$ cat src/rtl/shared_mul_unit_pkg.sv
// Shared definitions for the constant-time shared multiplier: state encoding,
// counter sizing and response tags.
package shared_mul_unit_pkg;

    localparam logic [1:0] ST_IDLE = 2'd0;
    localparam logic [1:0] ST_BUSY = 2'd1;
    localparam logic [1:0] ST_DONE = 2'd2;

    typedef enum logic [1:0] {
        IDLE = ST_IDLE,
        BUSY = ST_BUSY,
        DONE = ST_DONE
    } mul_state_e;

    localparam int DEFAULT_WIDTH = 32;
    localparam int CNT_W         = $clog2(DEFAULT_WIDTH + 1);

    localparam logic TAG_REQ1 = 1'b0;
    localparam logic TAG_REQ2 = 1'b1;

    // Counter width needed to hold the value WIDTH itself.
    function automatic int cnt_width(input int width);
        return $clog2(width + 1);
    endfunction

endpackage

$ cat src/rtl/mul_shift_add_dp.sv
// Shift-add datapath: accumulator, shifting multiplicand and multiplier registers.
// One add-shift step per cycle when 'step' is high; 'load' starts a fresh product.
module mul_shift_add_dp
    import shared_mul_unit_pkg::*;
#(
    parameter int WIDTH = DEFAULT_WIDTH
) (
    input  logic               clk,
    input  logic               reset,
    input  logic               load,
    input  logic               step,
    input  logic [WIDTH-1:0]   a,
    input  logic [WIDTH-1:0]   b,
    output logic [2*WIDTH-1:0] acc
);

    logic [2*WIDTH-1:0] acc_q;
    logic [2*WIDTH-1:0] mcand_q;
    logic [WIDTH-1:0]   mplier_q;

    // The add is always evaluated and only its selection depends on data,
    // so every step costs the same time regardless of operand values.
    always_ff @(posedge clk) begin
        if (reset) begin
            acc_q    <= '0;
            mcand_q  <= '0;
            mplier_q <= '0;
        end else if (load) begin
            acc_q    <= '0;
            mcand_q  <= {{WIDTH{1'b0}}, a};
            mplier_q <= b;
        end else if (step) begin
            acc_q    <= mplier_q[0] ? (acc_q + mcand_q) : acc_q;
            mcand_q  <= mcand_q << 1;
            mplier_q <= mplier_q >> 1;
        end
    end

    assign acc = acc_q;

endmodule

$ cat src/rtl/shared_mul_unit.sv
// Shared constant-time iterative multiplier behind a two-requester arbiter;
// returns each product to its requester as a one-cycle response pulse.
module shared_mul_unit
    import shared_mul_unit_pkg::*;
#(
    parameter int WIDTH = DEFAULT_WIDTH
) (
    input  logic               clk,
    input  logic               reset,
    input  logic               in_valid_1,
    input  logic               in_valid_2,
    input  logic               in_choice,
    input  logic [WIDTH-1:0]   in_a_1,
    input  logic [WIDTH-1:0]   in_b_1,
    input  logic [WIDTH-1:0]   in_a_2,
    input  logic [WIDTH-1:0]   in_b_2,
    output logic               out_ready,
    output logic [2*WIDTH-1:0] out_result,
    output logic               out_resp_valid_1,
    output logic               out_resp_valid_2
);

    localparam int CNT_BITS = cnt_width(WIDTH);
    localparam logic [CNT_BITS-1:0] CNT_LAST = CNT_BITS'(WIDTH);

    mul_state_e          state_q;
    mul_state_e          state_d;
    logic [CNT_BITS-1:0] cnt_q;
    logic                tag_q;
    logic                chosen_valid;
    logic                accept;
    logic                load;
    logic                step;
    logic                enter_done;
    logic [WIDTH-1:0]    sel_a;
    logic [WIDTH-1:0]    sel_b;
    logic [2*WIDTH-1:0]  acc;

    assign chosen_valid = in_choice ? in_valid_2 : in_valid_1;
    assign sel_a        = in_choice ? in_a_2 : in_a_1;
    assign sel_b        = in_choice ? in_b_2 : in_b_1;
    assign out_ready    = (state_q == IDLE);
    assign accept       = out_ready && chosen_valid;
    assign enter_done   = (state_q == BUSY) && (state_d == DONE);

    always_ff @(posedge clk) begin
        if (reset) begin
            state_q <= IDLE;
        end else begin
            state_q <= state_d;
        end
    end

    // BUSY performs WIDTH steps, then spends one more cycle seeing cnt==WIDTH
    // before handing off to DONE; this keeps the response edge at WIDTH+1.
    always_comb begin
        state_d = state_q;
        load    = 1'b0;
        step    = 1'b0;
        case (state_q)
            IDLE: begin
                if (accept) begin
                    load    = 1'b1;
                    state_d = BUSY;
                end
            end
            BUSY: begin
                if (cnt_q == CNT_LAST) begin
                    state_d = DONE;
                end else begin
                    step = 1'b1;
                end
            end
            DONE:    state_d = IDLE;
            default: state_d = IDLE;
        endcase
    end

    always_ff @(posedge clk) begin
        if (reset) begin
            cnt_q <= '0;
            tag_q <= TAG_REQ1;
        end else if (load) begin
            cnt_q <= '0;
            tag_q <= in_choice;
        end else if (step) begin
            cnt_q <= cnt_q + 1'b1;
        end
    end

    // Result and pulses are registered on DONE entry so they appear exactly in the DONE cycle.
    always_ff @(posedge clk) begin
        if (reset) begin
            out_result       <= '0;
            out_resp_valid_1 <= 1'b0;
            out_resp_valid_2 <= 1'b0;
        end else begin
            out_resp_valid_1 <= enter_done && (tag_q == TAG_REQ1);
            out_resp_valid_2 <= enter_done && (tag_q == TAG_REQ2);
            if (enter_done) begin
                out_result <= acc;
            end
        end
    end

    mul_shift_add_dp #(
        .WIDTH (WIDTH)
    ) u_dp (
        .clk   (clk),
        .reset (reset),
        .load  (load),
        .step  (step),
        .a     (sel_a),
        .b     (sel_b),
        .acc   (acc)
    );

endmodule
$ cat config.mk
export PLATFORM = sky130hd
export DESIGN_NAME = shared_mul_unit
export DESIGN_NICKNAME = d
export VERILOG_FILES = /design/src/rtl/shared_mul_unit_pkg.sv /design/src/rtl/mul_shift_add_dp.sv /design/src/rtl/shared_mul_unit.sv
export SDC_FILE = /design/constraint.sdc
export NUM_CORES = 1
export LEC_CHECK = 0
export BUFFER_PORTS_ARGS = -buffer_cell sky130_fd_sc_hd__buf_2
export CAP_MARGIN = 20
export CELL_PAD_IN_SITES_DETAIL_PLACEMENT = 1
export CELL_PAD_IN_SITES_GLOBAL_PLACEMENT = 2
export CORE_UTILIZATION = 37
export DETAILED_ROUTE_END_ITERATION = 8
export MAX_ROUTING_LAYER = met4
export PLACE_DENSITY = 0.95
export SLEW_MARGIN = 10
export SYNTH_ARGS = -nofsm -noshare
export SYNTH_HDL_FRONTEND = slang
export SYNTH_HIERARCHICAL = 1
export SYNTH_SLANG_ARGS = --single-unit
$ cat constraint.sdc
create_clock -name clk -period 8.8 [get_ports clk]
set_input_delay 1.76 -clock clk [delete_from_list [all_inputs] [get_ports clk]]
set_output_delay 1.76 -clock clk [all_outputs]
set_load 0.02 [all_outputs]
==> metrics.csv <==
stage,metric,value,unit
timing,fmax,206,MHz
synth,simple-gate share of the synthesized area,0.179,
timing,fraction of the cycle the final worst path needs,0.551,
synth,mux cell area share after synthesis,0.170,
global_routing,initial antenna violation count,2,
synth,area of the mapped netlist,13800,sq um
clock_tree,CTS sink count,235,
drt,DR DRC count,0,
setup_path,WP buf/inv,3,
place,PortBufs,199,
drt,Vias per Instance,5.33,
cells_and_area,Fill cells,4447,
global_routing,global routing usage on met2,0.364,
drt,antenna violation net count after detailed routing,0,
global_routing,Overflow after GRT,0,
min_path,worst hold-check path type,reg2reg,
clock_tree,Worst-Skew Late Latency,0.56,ns
synth,Synth Area in Adders,0.0603,
cells_and_area,"commonest cells after routing, fill and taps aside","nand2_1 (276), dfxtp_1 (235), nor2_1 (207)",
clock_tree,post_cts resized,0,
setup_path,reg2reg end,u_dp/acc[60],
timing,Fin Clk Skew,0.0129,ns
global_routing,largest net degree at the start of global routing,114,
setup_path,CP startpoint kind,primary input,
setup_path,Setup CP Type,in2reg,
setup_path,Worst path max stage delay,0.85,ns
power,switching portion of total power,0.265,
synth,xor and xnor fraction of the mapped netlist area,0.0374,
global_routing,GRT met1 Usage,0.261,
synth,complex-gate fraction of the synthesized area,0.168,
synth,unique cell type count in the Yosys netlist,70,
global_routing,vias in the first global route,12737,
run,max-cap viol count,0,
global_routing,first-pass GRT wire length,64400,microns
drt,Post-Route WL,39300,microns
cells_and_area,P&R area growth vs syn,14.7,%
setup_path,Top delay family on crit path,buffers and inverters,
power,Net Sw Power,0.657,mW
synth,Synth top area share,0.340,
power,Int Power,1.82,mW
synth,largest family of logic cells by synthesized area,simple AND/OR/NAND/NOR gates,
timing,clock period minus worst slack,4.85,ns
clock_tree,H-tree levels,1,
floorplanning,row count,70,
global_routing,grt met3 use,0.0209,
global_routing,grt peak-use layer,met2,
synth,main flop type after synthesis,dfxtp_1,
synth,Post-synth EDFFs,0,
floorplanning,I/O Pins,200,
synth,post-synthesis net count,1882,
setup_path,Worst Path Max Fanout,113,
setup_path,crit end category,flop,
synth,syn_area_per_cell,8.21,sq um
global_routing,gr usage total,0.209,
cells_and_area,Final nets,2015,
timing,RSZ-0062 raised after global routing,no,
synth,Area contributors post-synth,"dfxtp_1 (34%), mux2i_1 (12%), nand2_1 (7.5%), a21oi_1 (6.1%), ha_1 (5.9%)",
drt,via count,12274,
clock_tree,Post-CTS Setup Inserts,0,
synth,sequential element share of the synthesized area,0.340,
power,Power Dens Cells,156,nW/um^2
power,Gate power share,0.114,
power,Worst VDD drop,0.136,mV
setup_path,Worst Reg-to-Reg Cells,12,
setup_path,Setup crit start,in_choice,
floorplanning,die span in y,195,microns
timing,count of final setup violators,0,
floorplanning,Total Die Area,38100,sq um
timing,Final Max Slew Viols,0,
clock_tree,"Reg clk slew, reported paths",0.06,ns
floorplanning,core box area,36700,sq um
synth,leading area contributor after synthesis,dfxtp_1,
clock_tree,Bufs on Longest Clock Path,3,
place,post-detail-place hpwl,28800,microns
power,sequential power share,0.449,
power,Pwr Total,2.48,mW
timing,worst slew pin tran,1.11,ns
floorplanning,Die W,195,microns
setup_path,end of the critical path,u_dp/acc[36],
cells_and_area,layout cell share with drive strength beyond 1,0.186,
power,Clock power frac,0.436,
setup_path,CP Cell Sequence,"buf_4, mux2i_1, nor2_4, buf_4, nor2_1, nand2_1, buf_4, or3_1, nand3_1",
status,outcome,"finished, final reports clean",
drt,Avg WL per Cell,17.0,microns
setup_path,r2r setup slk,5.36,ns
drt,Iteration-0 DRC Markers,548,
drt,drt pass-1 iters,5,
synth,"Warnings, synthesis",6,
floorplanning,Starting Density,0.377,
clock_tree,CTS tree,yes,
place,GPL Wtd Cong,0.909,
setup_path,"Slowest-stage cell, CP",buf_4,
clock_tree,hold_buf cts,0,
synth,"Async S/R FF share, synth",0,
setup_path,CP arrival,5.30,ns
timing,endpoints failing hold,0,
cells_and_area,Antenna diodes,0,
synth,Gate Count Post-Synth,1683,
setup_path,worst r2r src,u_dp/acc[0],
timing,setup_tns,0,ns
setup_path,CP Data Required Time,9.25,ns
clock_tree,total CTS buffers,27,
timing,Slew Limit Headroom,0.257,
power,Leak,6.62,nW
cells_and_area,"most common cell after layout, fill and taps aside",nand2_1,
setup_path,WP depth,9,
setup_path,Most common cell on crit path,buf_4,
clock_tree,Root Buffer,clkbuf_16,
synth,Synth Register Bits,235,
[power by group through the flow]
stage                     logic [mW]  clock network (mW)  registers (mW)
final                          0.284                1.08            1.11
after floorplan                0.207                   0            1.13
after detailed placement       0.283                   0            1.14
after CTS                      0.286                1.12            1.11
after global routing           0.315                1.16            1.12
after global placement         0.274                   0            1.14
[cells by family after synthesis]
group,count (synthesis)
AND/OR/NAND/NOR,589
buffers and inverters,129
AO/OA/AOI/OAI,378
XOR/XNOR,59
multiplexers,227
flip-flops,235
adder cells (fa/ha/maj),66
[sequential cells by signal, summed over array words and instances (netlist names)]
register / count
tag_q: 1
out_resp_valid_1: 1
u_dp/mplier_q: 32
out_result: 64
cnt_q: 6
out_resp_valid_2: 1
u_dp/acc: 64
u_dp/mcand_q: 64
state_q: 2
[through the flow]
step | utilization | hold WS (ns) | std cells | setup slack (ns) | instance area (sq um)
floorplan | - | 0.416 | 1683 | 5.43 | 13800
global placement | 0.408 | 0.440 | 2255 | 3.49 | 15000
detailed placement | 0.408 | 0.446 | 2255 | 3.30 | 15000
CTS | 0.432 | 0.459 | 2304 | 3.88 | 15800
global route | 0.432 | 0.472 | 2304 | 3.61 | 15800
finish | 0.432 | 0.457 | 2304 | 3.95 | 15800
[synthesized netlist by cell type (all sizes together), types with 3 or more instances]
cell type,number
o211ai,10
nor4,4
o21bai,15
nor2,208
clkbuf,75
o21ai,80
o31ai,5
and2,10
a21oi,171
a211oi,9
a31oi,10
xnor2,33
xor2,26
buf,32
nand2,276
o21a,7
inv,21
nor3,13
nand4,20
and3,11
ha,65
mux2i,163
nor2b,4
a221oi,4
nand3,16
or3b,3
a21o,42
mux2,64
dfxtp,235
or3,5
nand2b,7
nor3b,5
a211o,4
a311oi,3
[layer usage]
layer  part of all wire  wire length (microns)
met2               0.49                  19100
met3              0.027                   1060
met4              0.024                    945
met5                  0                      0
met1               0.46                  18200
[worst min-delay path by stage]
stage	start	end	slack (ns)	depth (start not counted)
2_1_floorplan	tag_q	out_resp_valid_1	0.42	1
3_3_place_gp	out_result[44]	out_result[44]	0.44	2
3_5_place_dp	out_result[40]	out_result[40]	0.45	2
4_1_cts	out_result[3]	out_result[3]	0.46	2
5_1_grt	out_result[13]	out_result[13]	0.47	2
6_report	out_result[14]	out_result[14]	0.46	2
[layout make-up]
| type | count | area, sq um | area share |
|---|---|---|---|
| clock buffers | 38 | 767 | 0.0484 |
| multi-input cells | 1319 | 8530 | 0.538 |
| well taps | 468 | 586 | 0.0369 |
| repair buffers | 211 | 1090 | 0.0687 |
| clock inverters | 11 | 90.1 | 0.00568 |
| inverters | 22 | 83.8 | 0.00529 |
| flip-flops and latches | 235 | 4700 | 0.297 |
[tightest hold or removal path, stage by stage, from the launching register on]
cell and delay [ns]:
dfxtp_1 0.30, nand2_1 0.05, mux2i_1 0.05
Power figures use the tool's default switching activity.
